<file path="config.mk">
export PLATFORM = sky130hd
export DESIGN_NAME = lighthouse_emitter
export DESIGN_NICKNAME = d
export VERILOG_FILES = /design/src/rtl/lighthouse_emitter.sv
export SDC_FILE = /design/constraint.sdc
export NUM_CORES = 1
export LEC_CHECK = 0
export BUFFER_PORTS_ARGS = -buffer_cell sky130_fd_sc_hd__buf_2
export CORE_ASPECT_RATIO = 2
export CORE_MARGIN = 2
export CORE_UTILIZATION = 60
export DETAILED_ROUTE_END_ITERATION = 12
export PLACE_DENSITY = 0.85
export SETUP_SLACK_MARGIN = 0.2
export SLEW_MARGIN = 0
export SYNTH_ARGS = -nofsm -noshare
export SYNTH_HDL_FRONTEND = slang
export SYNTH_SLANG_ARGS = --single-unit
</file>
<file path="constraint.sdc">
create_clock -name clk -period 8.95 [get_ports clk]
set_input_delay 2.685 -clock clk [delete_from_list [all_inputs] [get_ports clk]]
set_output_delay 2.685 -clock clk [all_outputs]
set_load 0.03 [all_outputs]
</file>
<file path="src/rtl/lighthouse_emitter.sv">
// lighthouse_emitter: two-station lighthouse sync/sync/sweep pulse generator on an active-low pin.
// Define LIGHTHOUSE_EMITTER_RANGE_CHECK_EN to suppress out-of-range sweeps and flag angle_error.
module lighthouse_emitter #(
  parameter int CLOCKS_PER_MICROSECOND = 48,
  parameter int PERIOD = 400000,
  parameter int SYNC_GAP = 19200,
  parameter int SWEEP_LEN = 480,
  parameter int SYNC_UNIT = 512
) (
  input  logic        clk,
  input  logic        reset,
  input  logic        enable,
  input  logic [19:0] angle0,
  input  logic [19:0] angle1,
  input  logic [19:0] angle2,
  input  logic [19:0] angle3,
  input  logic [1:0]  ootx,
  output logic        pin,
  output logic        frame_strobe,
  output logic [1:0]  frame_index,
  output logic        ootx_strobe,
  output logic        angle_error,
  output logic        busy
);
  localparam logic [2:0] IDLE = 3'd0, SYNC0 = 3'd1, GAP0 = 3'd2, SYNC1 = 3'd3, WAIT = 3'd4, SWEEP = 3'd5, TAIL = 3'd6;
  localparam logic [20:0] LAST = 21'(PERIOD - 1);
  localparam logic [20:0] GAP = 21'(SYNC_GAP);
  localparam logic [20:0] LEN = 21'(SWEEP_LEN);
  localparam logic [20:0] HALF = 21'(SWEEP_LEN / 2);
  localparam logic [20:0] UNIT = 21'(SYNC_UNIT);
  if (SWEEP_LEN >= 15 * CLOCKS_PER_MICROSECOND) begin : g_sweep_len_check
    $error("SWEEP_LEN must be shorter than 15 us");
  end
  logic [2:0]  state, state_n, ty0, ty1;
  logic [19:0] t, ang;
  logic [1:0]  ootx_l, f_n;
  logic [20:0] tn, a21, l0, l1, r, s_start, s_end;
  logic        last, start, cont, valid, err_n;
  always_comb begin
    ty0 = {frame_index[1], ootx_l[0], ~frame_index[0]};
    ty1 = {~frame_index[1], ootx_l[1], ~frame_index[0]};
    l0 = UNIT * (21'd6 + 21'(ty0));
    l1 = UNIT * (21'd6 + 21'(ty1));
    r = GAP + l1;
    a21 = {1'b0, ang};
    s_start = a21 < HALF ? r + 21'd1 : r + a21 - HALF;
    s_end = s_start + LEN;
`ifdef LIGHTHOUSE_EMITTER_RANGE_CHECK_EN
    valid = a21 >= LEN && r + a21 + HALF <= LAST;
`else
    valid = 1'b1;
`endif
    tn = {1'b0, t} + 21'd1;
    last = {1'b0, t} == LAST;
    start = enable && (state == IDLE || last);
    cont = state != IDLE && !last;
    f_n = state == IDLE ? 2'd0 : frame_index + 2'd1;
    err_n = cont && tn == r && !valid;
    // Sweep is clipped so the final cycle of the frame is always high.
    state_n = start ? SYNC0 : !cont ? IDLE : tn < l0 ? SYNC0 : tn < GAP ? GAP0 : tn < r ? SYNC1 :
              !valid ? TAIL : tn < s_start ? WAIT : (tn < s_end && tn < LAST) ? SWEEP : TAIL;
  end
  always_ff @(posedge clk) begin
    if (!reset) begin
      state <= IDLE;
      t <= '0;
      ang <= '0;
      ootx_l <= '0;
      frame_index <= '0;
      pin <= 1'b1;
      frame_strobe <= 1'b0;
      ootx_strobe <= 1'b0;
      angle_error <= 1'b0;
      busy <= 1'b0;
    end else begin
      state <= state_n;
      t <= cont && !start ? tn[19:0] : '0;
      frame_index <= start ? f_n : cont ? frame_index : 2'd0;
      if (start) ang <= f_n[1] ? (f_n[0] ? angle3 : angle2) : (f_n[0] ? angle1 : angle0);
      if (start) ootx_l <= ootx;
      pin <= !(state_n == SYNC0 || state_n == SYNC1 || state_n == SWEEP);
      frame_strobe <= start;
      ootx_strobe <= start;
`ifdef LIGHTHOUSE_EMITTER_RANGE_CHECK_EN
      angle_error <= err_n;
`else
      angle_error <= 1'b0 & err_n;
`endif
      busy <= state_n != IDLE;
    end
  end
endmodule

</file>
==> Word-level counts from Yosys, hierarchy flattened <==
Index checks and enable logic that the tools add are counted.
{ "classes": {"order_cmp": 7, "eq_ne": 5, "muxes": 14, "addsub": 9, "n_bitwise": 2, "n_reduce_logical": 14} }
{ "ops": {"columns": ["cell", "n"], "rows": [
  ["two-way mux 20 bit", 3],
  ["< comparator 21 bit", 2],
  ["adder 16 x 20 -> 21 bit", 1],
  ["adder 20 x 1 -> 21 bit, second input constant", 1],
  ["adder 21 x 9 -> 21 bit, second input constant", 1],
  ["< comparator 21 x 13 -> 1 bit", 1],
  ["< comparator 21 x 15 -> 1 bit, second input constant", 1],
  ["< comparator 21 x 16 -> 1 bit", 1],
  ["< comparator 21 x 19 -> 1 bit, second input constant", 1],
  ["two-way mux 21 bit", 1],
  ["subtractor 21 x 8 -> 21 bit, second input constant", 1],
  ["equality test 20 x 19 -> 1 bit, second input constant", 1],
  ["< comparator 20 x 8 -> 1 bit, second input constant", 1],
  ["adder 16 x 1 -> 17 bit, second input constant", 1],
  ["adder 15 x 13 -> 16 bit, first input constant", 1],
  ["two-way mux 3 bit", 5],
  ["two-way mux 2 bit", 5],
  ["adder 3 x 3 -> 4 bit, first input constant", 2],
  ["nonzero test 3 bit", 2],
  ["logical AND 1 bit", 4],
  ["equality test 3 x 1 -> 1 bit, second input constant", 1],
  ["equality test 3 x 2 -> 1 bit, second input constant", 1],
  ["equality test 3 bit, second input constant", 1],
  ["zero test 1 bit", 3],
  ["other kinds (6)", 9]
]} }
{ "word_totals": {"out_inout_bits": 7, "wordCells": 59, "regBits": 50} }

==> Logic depth before layout (Yosys ltp) <==
Gate-level depths: netlist of the first run.
{ "logic_depth": {"depth_word": 20, "mapped_depth": 24, "ltp_nobuf": 23} }

==> Worst setup path before layout of the first run <==
No wires, ideal clock.
{ "synth_path": {"path_type": "reg-to-reg", "start": "register frame_index[0]", "end": "register pin", "t_arrival_ns": 4.798, "synth_period_minus_slack_ns": 4.922, "t_required_ns": 8.826, "slack_ns": 4.028, "setup_ns": 0.124, "n_path_buf": 1, "stages_incl_launch_ff": 24, "path_cell_list": "dfxtp_1 > clkbuf_1 > inv_1 > ha_1 > inv_1 > fa_1 > inv_1 > ha_1 > and3_1 > a221oi_1 > xor2_1 > nand2_1 > o21ai_1 > nor4_1 > xor2_1 > ha_1 > a211oi_1 > o21ai_0 > o211ai_1 > a21oi_1 > a311oi_1 > nand3_1 > nor3_1 > o31ai_1"} }
{ "synth_via": {"elab_chain_len": 20, "word_cells_on_any_way": 27} }
{ "synth_rtl": {"columns": ["element", "line", "rtl"], "rows": [
  ["start: declaration", "20", "output logic [1:0] frame_index,"],
  ["start signal: assignment", "78", "frame_index <= start ? f_n : cont ? frame_index : 2'd0;"],
  ["NOT 1 bit (*)", "40, 41", null],
  ["adder 3 x 3 -> 4 bit", "43", "l1 = UNIT * (21'd6 + 21'(ty1));"],
  ["adder 15 x 13 -> 16 bit", "44", "r = GAP + l1;"],
  ["adder 16 x 20 -> 21 bit", "46", "s_start = a21 < HALF ? r + 21'd1 : r + a21 - HALF;"],
  ["subtractor 21 x 8 -> 21 bit", "46", null],
  ["two-way mux 21 bit", "46", null],
  ["adder 21 x 9 -> 21 bit", "47", "s_end = s_start + LEN;"],
  ["< comparator 21 bit", "61", "!valid ? TAIL : tn < s_start ? WAIT : (tn < s_end && tn < LAST) ? SWEEP : TAIL;"],
  ["logical AND 1 bit", "61", null],
  ["two-way mux 2 bit (2 in series)", "61", null],
  ["two-way mux 3 bit (2 in series)", "60", "state_n = start ? SYNC0 : !cont ? IDLE : tn < l0 ? SYNC0 : tn < GAP ? GAP0 : tn < r ? SYNC1 :"],
  ["two-way mux 3 bit (*) (3 in series)", "60", null],
  ["equality test 3 x 1 -> 1 bit or equality test 3 x 2 -> 1 bit (tied branches)", "81", "pin <= !(state_n == SYNC0 || state_n == SYNC1 || state_n == SWEEP);"],
  ["logical OR 1 bit", "81", null],
  ["logical OR 1 bit (*)", "81", null],
  ["zero test 1 bit (*)", "81", null],
  ["end signal: assignment", "81", null],
  ["end: declaration", "18", "output logic pin,"]
]} }
Mark *: on every way between the ends. The rest lies on a longest branch, timed or not.
A chain may end at the register's enable or synchronous reset.

==> Final worst setup path of the first run <==
Ends and elaborated chain as after synthesis.

==> impl_metrics.tcl, run 1 <==
set metrics [dict create \
    worstPathCellList "inv_1 -> ha_1 -> inv_1 -> fa_1 -> inv_1 -> ha_1 -> and3_1 -> a221oi_1 -> xor2_1 -> nand2_1 -> o21ai_1 -> nor4_1 -> xor2_1 -> ha_1 -> a211oi_1 -> o21ai_0 -> o211ai_1 -> a21oi_1 -> a311oi_1 -> nand3_1 -> nor3_1 -> o31ai_1" \
    start_util_pct 61.2 \
    async_flop_share_pct 0 \
    critical_path.startpoint "frame_index[0]$_SDFFE_PN0P_" \
    io_pins 92 \
    cp-end-kind "flop" \
    cp.depth 22 \
    syn-cell-area_um2 4830 \
    grt_pass1_wl_um 22000 \
    ys.flop_type "dfxtp_1" \
    yosysWarnings 0 \
    htreeDepth 2 \
    nets 876 \
    routed_via_density 6.03 \
    fin_util_pct 68.7 \
    power_switching_mw 0.208 \
    min_path_type "reg2reg" \
    worstMarginPinSlew_ns 1.25 \
    crit_arrival_ns 5.60 \
    routedWlPerCell_um 15.8 \
    cp_slowest_cell "nor4_1" \
    synthDistinctLibCells 66 \
    die_h_um 131 \
    port_buffers 90 \
    tns_ns 0 \
    max-cap-violations 0 \
    worst_setup_path_start_kind "flop" \
    cts_buffers 5 \
    finalCritPeriodShare_pct 60.7 \
    areaGrowthSynthToFinish_pct 12.1 \
    irDropWorstVdd_mv 0.106 \
    ctsHoldBuffers 0 \
    drv_slew 0 \
    clock_latency_ns 0.29 \
    r2r_end "pin$_SDFF_PN1_" \
    grt_pass1_vias 4915 \
    cpPeakStageDelay_ns 0.58 \
    critical_path_class "reg2reg" \
    hold-path-cell-count 2 \
    fp-row-count 46 \
    hold_viol_final 0 \
    power.share.switching_pct 33.0 \
    gp_congestion 0.949 \
    wl_um 13100 \
    powerDensity_nw_per_um2 116 \
    relSlewSlack_pct 16.5 \
    clockRootBuffer "clkbuf_16" \
    p_clk_share_pct 29.9 \
    p_leak_nw 2.56 \
    synth_seq_cells 50 \
    grt_start_max_net_pins 42 \
    grtUsageTotal_pct 32.0 \
    power.internal_mw 0.422 \
    layout-drive-gt1-share_pct 15.5 \
    synth_edf_count 0 \
    syn_nets 813 \
    fmax_ghz 0.184 \
    ctsResizeCount 0 \
    finalSetupViolCount 0 \
    worst_hold_slack_ns 0.473 \
    finalCriticalPeriod_ns 5.44 \
    clock_sinks 50 \
    clk_path_buf_depth 2 \
    cpLargestDelayFamily "compound AO/OA/AOI/OAI gates" \
    dr.pass1.iters 5 \
    grt_overflow 0 \
    worstPathRequired_ns 9.11 \
    core_um2 7890 \
    ant_nets 0 \
    r2r_slack_ns 3.51 \
    n_antenna_cell 0 \
    place_inst 822 \
    vias 5006 \
    finalNonFillerCells 830 \
    fin_skew_ns 0.00415 \
    post-dp-hpwl_um 10900 \
    layout_commonest_cell "nand2_1" \
    worstRegToRegCells 22 \
    clkTransAtPathRegs_ns 0.06 \
    cp_max_fo 9 \
    netlist_instances 670 \
    most-common-layout-cells "137 x nand2_1, 90 x buf_2, 77 x nand3_1" \
    r2r_start "frame_index[0]$_SDFFE_PN0P_" \
    drtIter0Drc 230 \
    die_area_um2 8820 \
    cts_tree "yes" \
    ys_seq_area_share_pct 20.7 \
    path_buf_inv 3 \
    power_frac_comb_pct 31.9 \
    post_cts_buffers 0 \
    die_x_um 67.4 \
    status "finished, final reports clean" \
    seq_power_share_pct 38.2 \
    synth.avg_cell_area_um2 7.21 \
    endpoint "pin$_SDFF_PN1_" \
    rsz0062_at_grt "false" \
    antenna_found_initial 0 \
    drc 0 \
]
==> tightest hold or removal path, stage by stage (launching register included) <==
cell	delay, ns
dfxtp_1	0.31
nand2_1	0.05
a21boi_0	0.07
==> worst min path at each step <==
| stage | slack [ns] | to | from |
|---|---|---|---|
| after global routing | 0.50 | ang[1]$_SDFFE_PN0P_ | ang[1]$_SDFFE_PN0P_ |
| after CTS | 0.48 | ang[3]$_SDFFE_PN0P_ | ang[3]$_SDFFE_PN0P_ |
| after global placement | 0.46 | ootx_l[1]$_SDFFE_PN0P_ | ootx_l[1]$_SDFFE_PN0P_ |
| final | 0.47 | ang[3]$_SDFFE_PN0P_ | ang[3]$_SDFFE_PN0P_ |
| after floorplan | 0.44 | ang[0]$_SDFFE_PN0P_ | ang[0]$_SDFFE_PN0P_ |
| after detailed placement | 0.47 | ang[3]$_SDFFE_PN0P_ | ang[3]$_SDFFE_PN0P_ |
==> synthesized netlist by cell type, types with 8 or more instances <==
master	number	share of area, %
a21o_1	9	1.4
xor2_1	14	2.5
nor4_1	8	1.0
o21ai_0	23	2.4
nor2_1	33	2.6
ha_1	57	15
inv_1	19	1.5
nand4_1	16	2.1
nand2_1	137	11
nor3_1	12	1.2
xnor2_1	26	4.7
dfxtp_1	50	21
a21oi_1	23	2.4
clkbuf_1	29	2.3
a211oi_1	8	1.2
a21boi_0	22	3.4
and3_1	21	2.7
nand3_1	77	8.0
==> flip-flops by register name (all words and copies together), names as in the netlist <==
| register | cells |
|---|---|
| frame_index | 2 |
| busy | 1 |
| ootx_l | 2 |
| ootx_strobe | 1 |
| ang | 20 |
| state | 3 |
| pin | 1 |
| t | 20 |
==> area by class of cell <==
type	count	area (um2)
tap	96	120
clock buffer	7	143
sequential	50	1000
fill	648	2470
multi-input combinational	565	3610
clock inverter	1	5.00
timing repair buffer	92	465
inverter	19	71.3
==> kinds of logic (layout without fill, tap and decap cells) <==
kind of cell,Yosys count,after routing,synth area share (%)
AOI/OAI and AO/OA,120,120,16.6
xor gates and xnor gates,40,40,7.26
adders and majority gates,58,58,15.2
buffers and inverters,55,119,4.53
DFF,50,50,20.7
muxes,3,3,0.726
other,1,1,0.0777
and+or+nand+nor,343,343,34.9
==> power by group through the flow <==
stage / Combinational (mW) / Clock [mW] / Sequential, mW
after floorplan: 0.140 / 0 / 0.244
after global placement: 0.190 / 0 / 0.245
after detailed placement: 0.198 / 0 / 0.246
after CTS: 0.200 / 0.192 / 0.241
after global routing: 0.228 / 0.201 / 0.242
final: 0.201 / 0.189 / 0.241
==> routing by layer <==
layer	part of all wire [%]	wire, um	vias up	global-route usage [%]
met4	5.7	751	0	21.5
met3	4.4	578	47	3.51
met5	0	0	-	0
met2	55	7240	191	59.9
li1	-	-	2511	-
met1	35	4550	2257	31.6
==> metrics by stage <==
step                setup WS [ns]  cell area (um2)  power, mW
floorplan                    4.03             4830      0.384
global placement             3.98             5270      0.435
detailed placement           3.65             5270      0.444
CTS                          3.60             5410      0.633
global route                 3.12             5410      0.671
finish                       3.51             5410      0.631
Power figures use the tool's default switching activity.
==> inputs of run 2 (changes only) <==
--- a/config.mk
+++ b/config.mk
@@ -8,9 +8,9 @@
 export BUFFER_PORTS_ARGS = -buffer_cell sky130_fd_sc_hd__buf_2
 export CORE_ASPECT_RATIO = 2
 export CORE_MARGIN = 2
-export CORE_UTILIZATION = 60
+export CORE_UTILIZATION = 57
 export DETAILED_ROUTE_END_ITERATION = 12
-export PLACE_DENSITY = 0.85
+export PLACE_DENSITY = 0.82
 export SETUP_SLACK_MARGIN = 0.2
 export SLEW_MARGIN = 0
 export SYNTH_ARGS = -nofsm -noshare
==> constraint.sdc (replaced) <==
create_clock -name clk -period 5.55 [get_ports clk]
set_input_delay 1.665 -clock clk [delete_from_list [all_inputs] [get_ports clk]]
set_output_delay 1.665 -clock clk [all_outputs]
set_load 0.03 [all_outputs]
==> run 2 against run 1 <==
- register-to-register slack worse by 2.8 ns
- worst hold slack worse by 0.0052 ns
- non-clock buffer count up 2
- highest routed layer unchanged
- sequential power up 61%
- largest power group unchanged
- sequential share of layout area down 0.16 points
==> impl_metrics.tcl, run 2 (same netlist as run 1, synthesis figures left out) <==
set metrics [dict create \
    ctsHoldBuffers 0 \
    wl_um 12900 \
    drc 0 \
    powerDensity_nw_per_um2 188 \
    grt_pass1_wl_um 21400 \
    critical_path.startpoint "frame_index[0]$_SDFFE_PN0P_" \
    multi_input_area_um2 3640 \
    rsz0062_at_grt "false" \
    crit_arrival_ns 4.98 \
    max-cap-violations 0 \
    die_x_um 69.1 \
    areaGrowthSynthToFinish_pct 13.3 \
    layout-drive-gt1-share_pct 16.6 \
    top_usage_layer "met2" \
    clock_sinks 50 \
    seqCellArea_um2 1000 \
    n_antenna_cell 0 \
    port_buffers 90 \
    reg_top3 "ang x20, t x20, state x3" \
    cp-end-kind "flop" \
    hold_viol_final 0 \
    status "finished, final reports clean" \
    place_inst 825 \
    drv_slew 0 \
    antenna_found_initial 0 \
    fin_skew_ns 0.00401 \
    met3_usage_pct 2.85 \
    ant_nets 0 \
    grtUsageTotal_pct 28.2 \
    finalNonFillerCells 834 \
    r2r_start "frame_index[0]$_SDFFE_PN0P_" \
    endpoint "pin$_SDFF_PN1_" \
    gp_congestion 0.971 \
    min_path_type "reg2reg" \
    grt_overflow 0 \
    cp_max_fo 9 \
    worstRegToRegCells 22 \
    r2r_slack_ns 0.75 \
    cts_buffers 5 \
    r2r_end "pin$_SDFF_PN1_" \
    drtIter0Drc 179 \
    most-common-layout-cells "137 x nand2_1, 90 x buf_2, 77 x nand3_1" \
    postLayoutCellArea_um2 5470 \
    die_h_um 134 \
    dr.pass1.iters 4 \
    routedWlPerCell_um 15.5 \
    grt_pass1_vias 4939 \
    core_um2 8230 \
    grtUsageMet2_pct 55.7 \
    grt_start_max_net_pins 42 \
    io_pins 92 \
    finalCritPeriodShare_pct 86.6 \
    clkTransAtPathRegs_ns 0.06 \
    worst_setup_path_start_kind "flop" \
    routed_via_density 6.00 \
    vias 5004 \
    die_area_um2 9270 \
    htreeDepth 2 \
    p_leak_nw 2.58 \
    critical_path_class "reg2reg" \
    fmax_ghz 0.208 \
    grtUsageMet1_pct 26.8 \
    clk_path_buf_depth 2 \
    post-dp-hpwl_um 10700 \
    finalSetupViolCount 0 \
    nets 878 \
    finalCriticalPeriod_ns 4.80 \
    worst_hold_slack_ns 0.468 \
    start_util_pct 58.6 \
    fp-row-count 47 \
    cts_tree "yes" \
    worstMarginPinSlew_ns 1.17 \
    placed_cell_area_um2 5280 \
    clock_latency_ns 0.30 \
    worstPathRequired_ns 5.73 \
    tns_ns 0 \
    irDropWorstVdd_mv 0.165 \
    clockRootBuffer "clkbuf_16" \
    fillers 744 \
    layout_commonest_cell "nand2_1" \
    relSlewSlack_pct 21.8 \
]
[run 2: final cells by class]
type	instances	area share (%)
timing repair buffer	94	8.79
tap	98	2.24
inverter	19	1.30
clock inverter	2	0.229
sequential	50	18.3
clock buffer	6	2.54
multi-input combinational	565	66.6
[run 2: metrics by stage]
stage          util [%]  total power [mW]  setup WS [ns]
6_report           66.4              1.03          0.746
5_1_grt            66.4              1.09          0.195
4_1_cts            65.9              1.02          0.333
3_5_place_dp       64.1             0.712          0.358
3_3_place_gp       64.1             0.703          0.532
2_1_floorplan         -             0.619          0.628
[run 2: worst max-delay path: stages (launching register included)]
cell and delay, ns:
dfxtp_2 0.37, inv_1 0.15, ha_1 0.16, inv_1 0.04
fa_1 0.54, inv_1 0.07, ha_1 0.34, and3_1 0.23
nand3_1 0.12, a21boi_0 0.10, or3_1 0.33, a31oi_2 0.38
nor4_4 0.11, xor2_1 0.17, ha_1 0.33, a211oi_1 0.21
o21ai_0 0.12, o211ai_1 0.09, a21oi_1 0.09, a311oi_1 0.24
nand3_1 0.12, nor3_1 0.25, o31ai_1 0.12
[run 2: how the worst min path moves through the flow]
stage / start / to / cells past startpoint
detailed placement: ang[2]$_SDFFE_PN0P_ / ang[2]$_SDFFE_PN0P_ / 2
global route: ootx_l[1]$_SDFFE_PN0P_ / ootx_l[1]$_SDFFE_PN0P_ / 2
finish: ang[2]$_SDFFE_PN0P_ / ang[2]$_SDFFE_PN0P_ / 2
floorplan: ang[0]$_SDFFE_PN0P_ / ang[0]$_SDFFE_PN0P_ / 2
global placement: ang[1]$_SDFFE_PN0P_ / ang[1]$_SDFFE_PN0P_ / 2
CTS: ang[2]$_SDFFE_PN0P_ / ang[2]$_SDFFE_PN0P_ / 2
[run 2: layer usage]
layer	routed length, um	part of all wire, %	vias up
met3	550	4.3	43
met2	7130	55	178
met4	734	5.7	0
met5	0	0	-
met1	4520	35	2262
li1	-	-	2521
[run 2: report_power, final]
part / internal, mW / switching, mW / total [mW]
clock network: 0.179 / 0.135 / 0.313
logic: 0.130 / 0.196 / 0.326
registers: 0.373 / 0.0149 / 0.388
[run 2: timing repair]
item	CTS	global route
endpoints found under the setup margin	0	3
resized for setup	0	6
buffers inserted	0	1
hold endpoints to repair	0	0
==> inputs of run 3 (changes only) <==
--- a/config.mk
+++ b/config.mk
@@ -5,13 +5,14 @@
 export SDC_FILE = /design/constraint.sdc
 export NUM_CORES = 1
 export LEC_CHECK = 0
+export ABC_AREA = 1
 export BUFFER_PORTS_ARGS = -buffer_cell sky130_fd_sc_hd__buf_2
 export CORE_ASPECT_RATIO = 2
 export CORE_MARGIN = 2
-export CORE_UTILIZATION = 57
+export CORE_UTILIZATION = 58
 export DETAILED_ROUTE_END_ITERATION = 12
 export PLACE_DENSITY = 0.82
-export SETUP_SLACK_MARGIN = 0.2
+export SETUP_SLACK_MARGIN = 0.05
 export SLEW_MARGIN = 0
 export SYNTH_ARGS = -nofsm -noshare
 export SYNTH_HDL_FRONTEND = slang
==> constraint.sdc (replaced) <==
create_clock -name clk -period 5.55 [get_ports clk]
set_input_delay 1.11 -clock clk [delete_from_list [all_inputs] [get_ports clk]]
set_output_delay 1.11 -clock clk [all_outputs]
set_load 0.03 [all_outputs]
==> run 3 against run 2 <==
- wire length up 11%
- clock skew rose by 0.00091 ns
- setup slack worse by 0.047 ns
- combinational power rose by 18%
- worst hold slack better by 0.042 ns
- sequential share of layout area is 1.0 points lower
- total power increased by 11%
- sequential cell count stayed put
- synthesized cell count rose by 21%
- cell count up 18%
==> impl_metrics.tcl, run 3 <==
set metrics [dict create \
    status "finished, final reports clean" \
    port_buffers 90 \
    worst_setup_path_start_kind "flop" \
    irDropWorstVdd_mv 0.154 \
    drc 0 \
    powerDensity_nw_per_um2 197 \
    cp-end-kind "flop" \
    grt_start_max_net_pins 42 \
    syn_nets 954 \
    core_um2 8590 \
    place_ws_ns 0.799 \
    clk_path_buf_depth 2 \
    nets 1028 \
    finalSetupViolCount 0 \
    htreeDepth 2 \
    netlist_instances 811 \
    synth_top_area_share_pct 19.5 \
    grt_pass1_vias 5417 \
    ctsHoldBuffers 0 \
    start_util_pct 59.8 \
    layout_commonest_cell "nand2_1" \
    cp_slowest_cell "dfxtp_1" \
    multi_input_area_um2 3660 \
    max-cap-violations 0 \
    finalCriticalPeriod_ns 4.85 \
    min_path_type "reg2reg" \
    ys_seq_area_share_pct 19.5 \
    layout_setup_ws_ns 0.700 \
    fp-row-count 48 \
    fmax_ghz 0.206 \
    crit_arrival_ns 5.05 \
    cpPeakStageDelay_ns 0.49 \
    p_leak_nw 2.90 \
    grtUsageTotal_pct 30.9 \
    hold_viol_final 0 \
    cts_tree "yes" \
    seqCellArea_um2 1000 \
    critical_path.startpoint "frame_index[0]$_SDFFE_PN0P_" \
    routed_via_density 5.53 \
    crit_top_cell "nand2_1" \
    grt_overflow 0 \
    tns_ns 0 \
    r2r_start "frame_index[0]$_SDFFE_PN0P_" \
    grt_pass1_wl_um 23600 \
    netlist_top_cells_area "dfxtp_1 19%, ha_1 14%, nand2_1 12%" \
    synth_area_leader_cell "dfxtp_1" \
    clockRootBuffer "clkbuf_16" \
    ys_top_cells_by_count "164 x nand2_1, 125 x nor2_1, 96 x inv_1, 57 x ha_1, 50 x dfxtp_1" \
    die_area_um2 9670 \
    layout-drive-gt1-share_pct 17.8 \
    n_antenna_cell 0 \
    async_flop_share_pct 0 \
    cp_max_fo 6 \
    routedWlPerCell_um 14.5 \
    die_x_um 70.5 \
    antenna_found_initial 0 \
    post_cts_buffers 0 \
    critical_path_class "reg2reg" \
    synthDistinctLibCells 44 \
    ys.flop_type "dfxtp_1" \
    syn-cell-area_um2 5130 \
    rsz0062_at_grt "false" \
    gp_congestion 0.953 \
    die_h_um 137 \
    ctsResizeCount 0 \
    worstMarginPinSlew_ns 1.16 \
    vias 5457 \
    finalCritPeriodShare_pct 87.4 \
    reg_top3 "ang x20, t x20, state x3" \
    io_pins 92 \
    dr.pass1.iters 4 \
    wl_um 14300 \
    fillers 788 \
    post-dp-hpwl_um 12000 \
    worstPathRequired_ns 5.75 \
    drtIter0Drc 124 \
    relSlewSlack_pct 22.8 \
    most-common-layout-cells "164 x nand2_1, 124 x nor2_1, 96 x inv_1" \
    synth_edf_count 0 \
    ant_nets 0 \
    cts_buffers 5 \
    min_from "ootx_l[0]$_SDFFE_PN0P_" \
    totalPowerFinal_mw 1.14 \
    areaGrowthSynthToFinish_pct 12.8 \
    clock_latency_ns 0.30 \
    synth.most_common_cell "nand2_1" \
    synth.avg_cell_area_um2 6.33 \
    fin_skew_ns 0.00492 \
    yosysWarnings 0 \
    clkTransAtPathRegs_ns 0.07 \
    synth_seq_cells 50 \
    drv_slew 0 \
    clock_sinks 50 \
]
## run 3: cell count changes in the layout (fill, tap and decap cells not counted), moves of 9 or more
cell      previous run  this run
inv_1               19        96
or3_1                4        20
a21boi_0            22         0
a21oi_1             23        32
and3_1              21         0
o211ai_1             2        21
nand2_2              0        11
xnor2_1             26         3
or2_2                3        21
nor2_1              33       124
nand2_1            137       164
a31oi_1              6        20
nand3_1             77        33
o21ai_0             23        34
## run 3: per-layer routing
| layer | track usage (%) | routed length (um) | up-vias |
|---|---|---|---|
| met5 | 0 | 0 | - |
| met3 | 2.87 | 446 | 58 |
| met4 | 23.9 | 1180 | 0 |
| met2 | 61.6 | 7740 | 157 |
| met1 | 27.2 | 4950 | 2424 |
| li1 | - | - | 2818 |
## run 3: stage by stage
| stage | util, % | cell area (um2) | std cells | hold slack, ns |
|---|---|---|---|---|
| after floorplan | - | 5130 | 811 | 0.452 |
| after detailed placement | 65.3 | 5610 | 978 | 0.485 |
| after global routing | 67.5 | 5790 | 986 | 0.537 |
| after global placement | 65.3 | 5610 | 978 | 0.485 |
| final | 67.5 | 5790 | 986 | 0.510 |
| after CTS | 67.4 | 5790 | 986 | 0.505 |
## run 3: final timing paths
| check | endpoint | slack (ns) | cells after the start |
|---|---|---|---|
| hold / removal | ootx_l[0]$_SDFFE_PN0P_ | 0.51 | 2 |
| setup reg to reg | pin$_SDFF_PN1_ | 0.70 | 34 |
| hold reg to reg | ootx_l[0]$_SDFFE_PN0P_ | 0.51 | 2 |
| setup / recovery | pin$_SDFF_PN1_ | 0.70 | 34 |
## run 3: report_power, final
group	internal (mW)	total [mW]	leakage, nW	switching, mW
Sequential	0.376	0.391	0.409	0.0157
Clock	0.216	0.365	0.0819	0.149
Combinational	0.143	0.385	2.40	0.243
## run 3: area by class of cell
| type | count | share of cell area, % |
|---|---|---|
| Clock buffer | 5 | 2.16 |
| Clock inverter | 3 | 0.842 |
| Inverter | 101 | 6.54 |
| Multi-Input combinational cell | 636 | 63.1 |
| Sequential cell | 50 | 17.3 |
| Tap cell | 100 | 2.16 |
| Timing Repair Buffer | 91 | 7.90 |
## run 3: cell families after synthesis
logic type | Yosys count | synth area share (%)
and+or+nand+nor | 427 | 38.2
AOI/OAI and AO/OA | 134 | 15.7
buffers and inverters | 125 | 9.55
adders and majority gates | 58 | 14.3
DFF | 50 | 19.5
xor gates and xnor gates | 16 | 2.73
other | 1 | 0.0730
## run 3: worst max-delay path: cells and delay by family, from the launching register on
kind | cells | cell delay [ns]
AO/OA/AOI/OAI | 3 | 0.55
adder cells (fa/ha/maj) | 4 | 1.21
buffers and inverters | 8 | 0.75
flip-flops | 1 | 0.49
AND/OR/NAND/NOR | 19 | 1.72
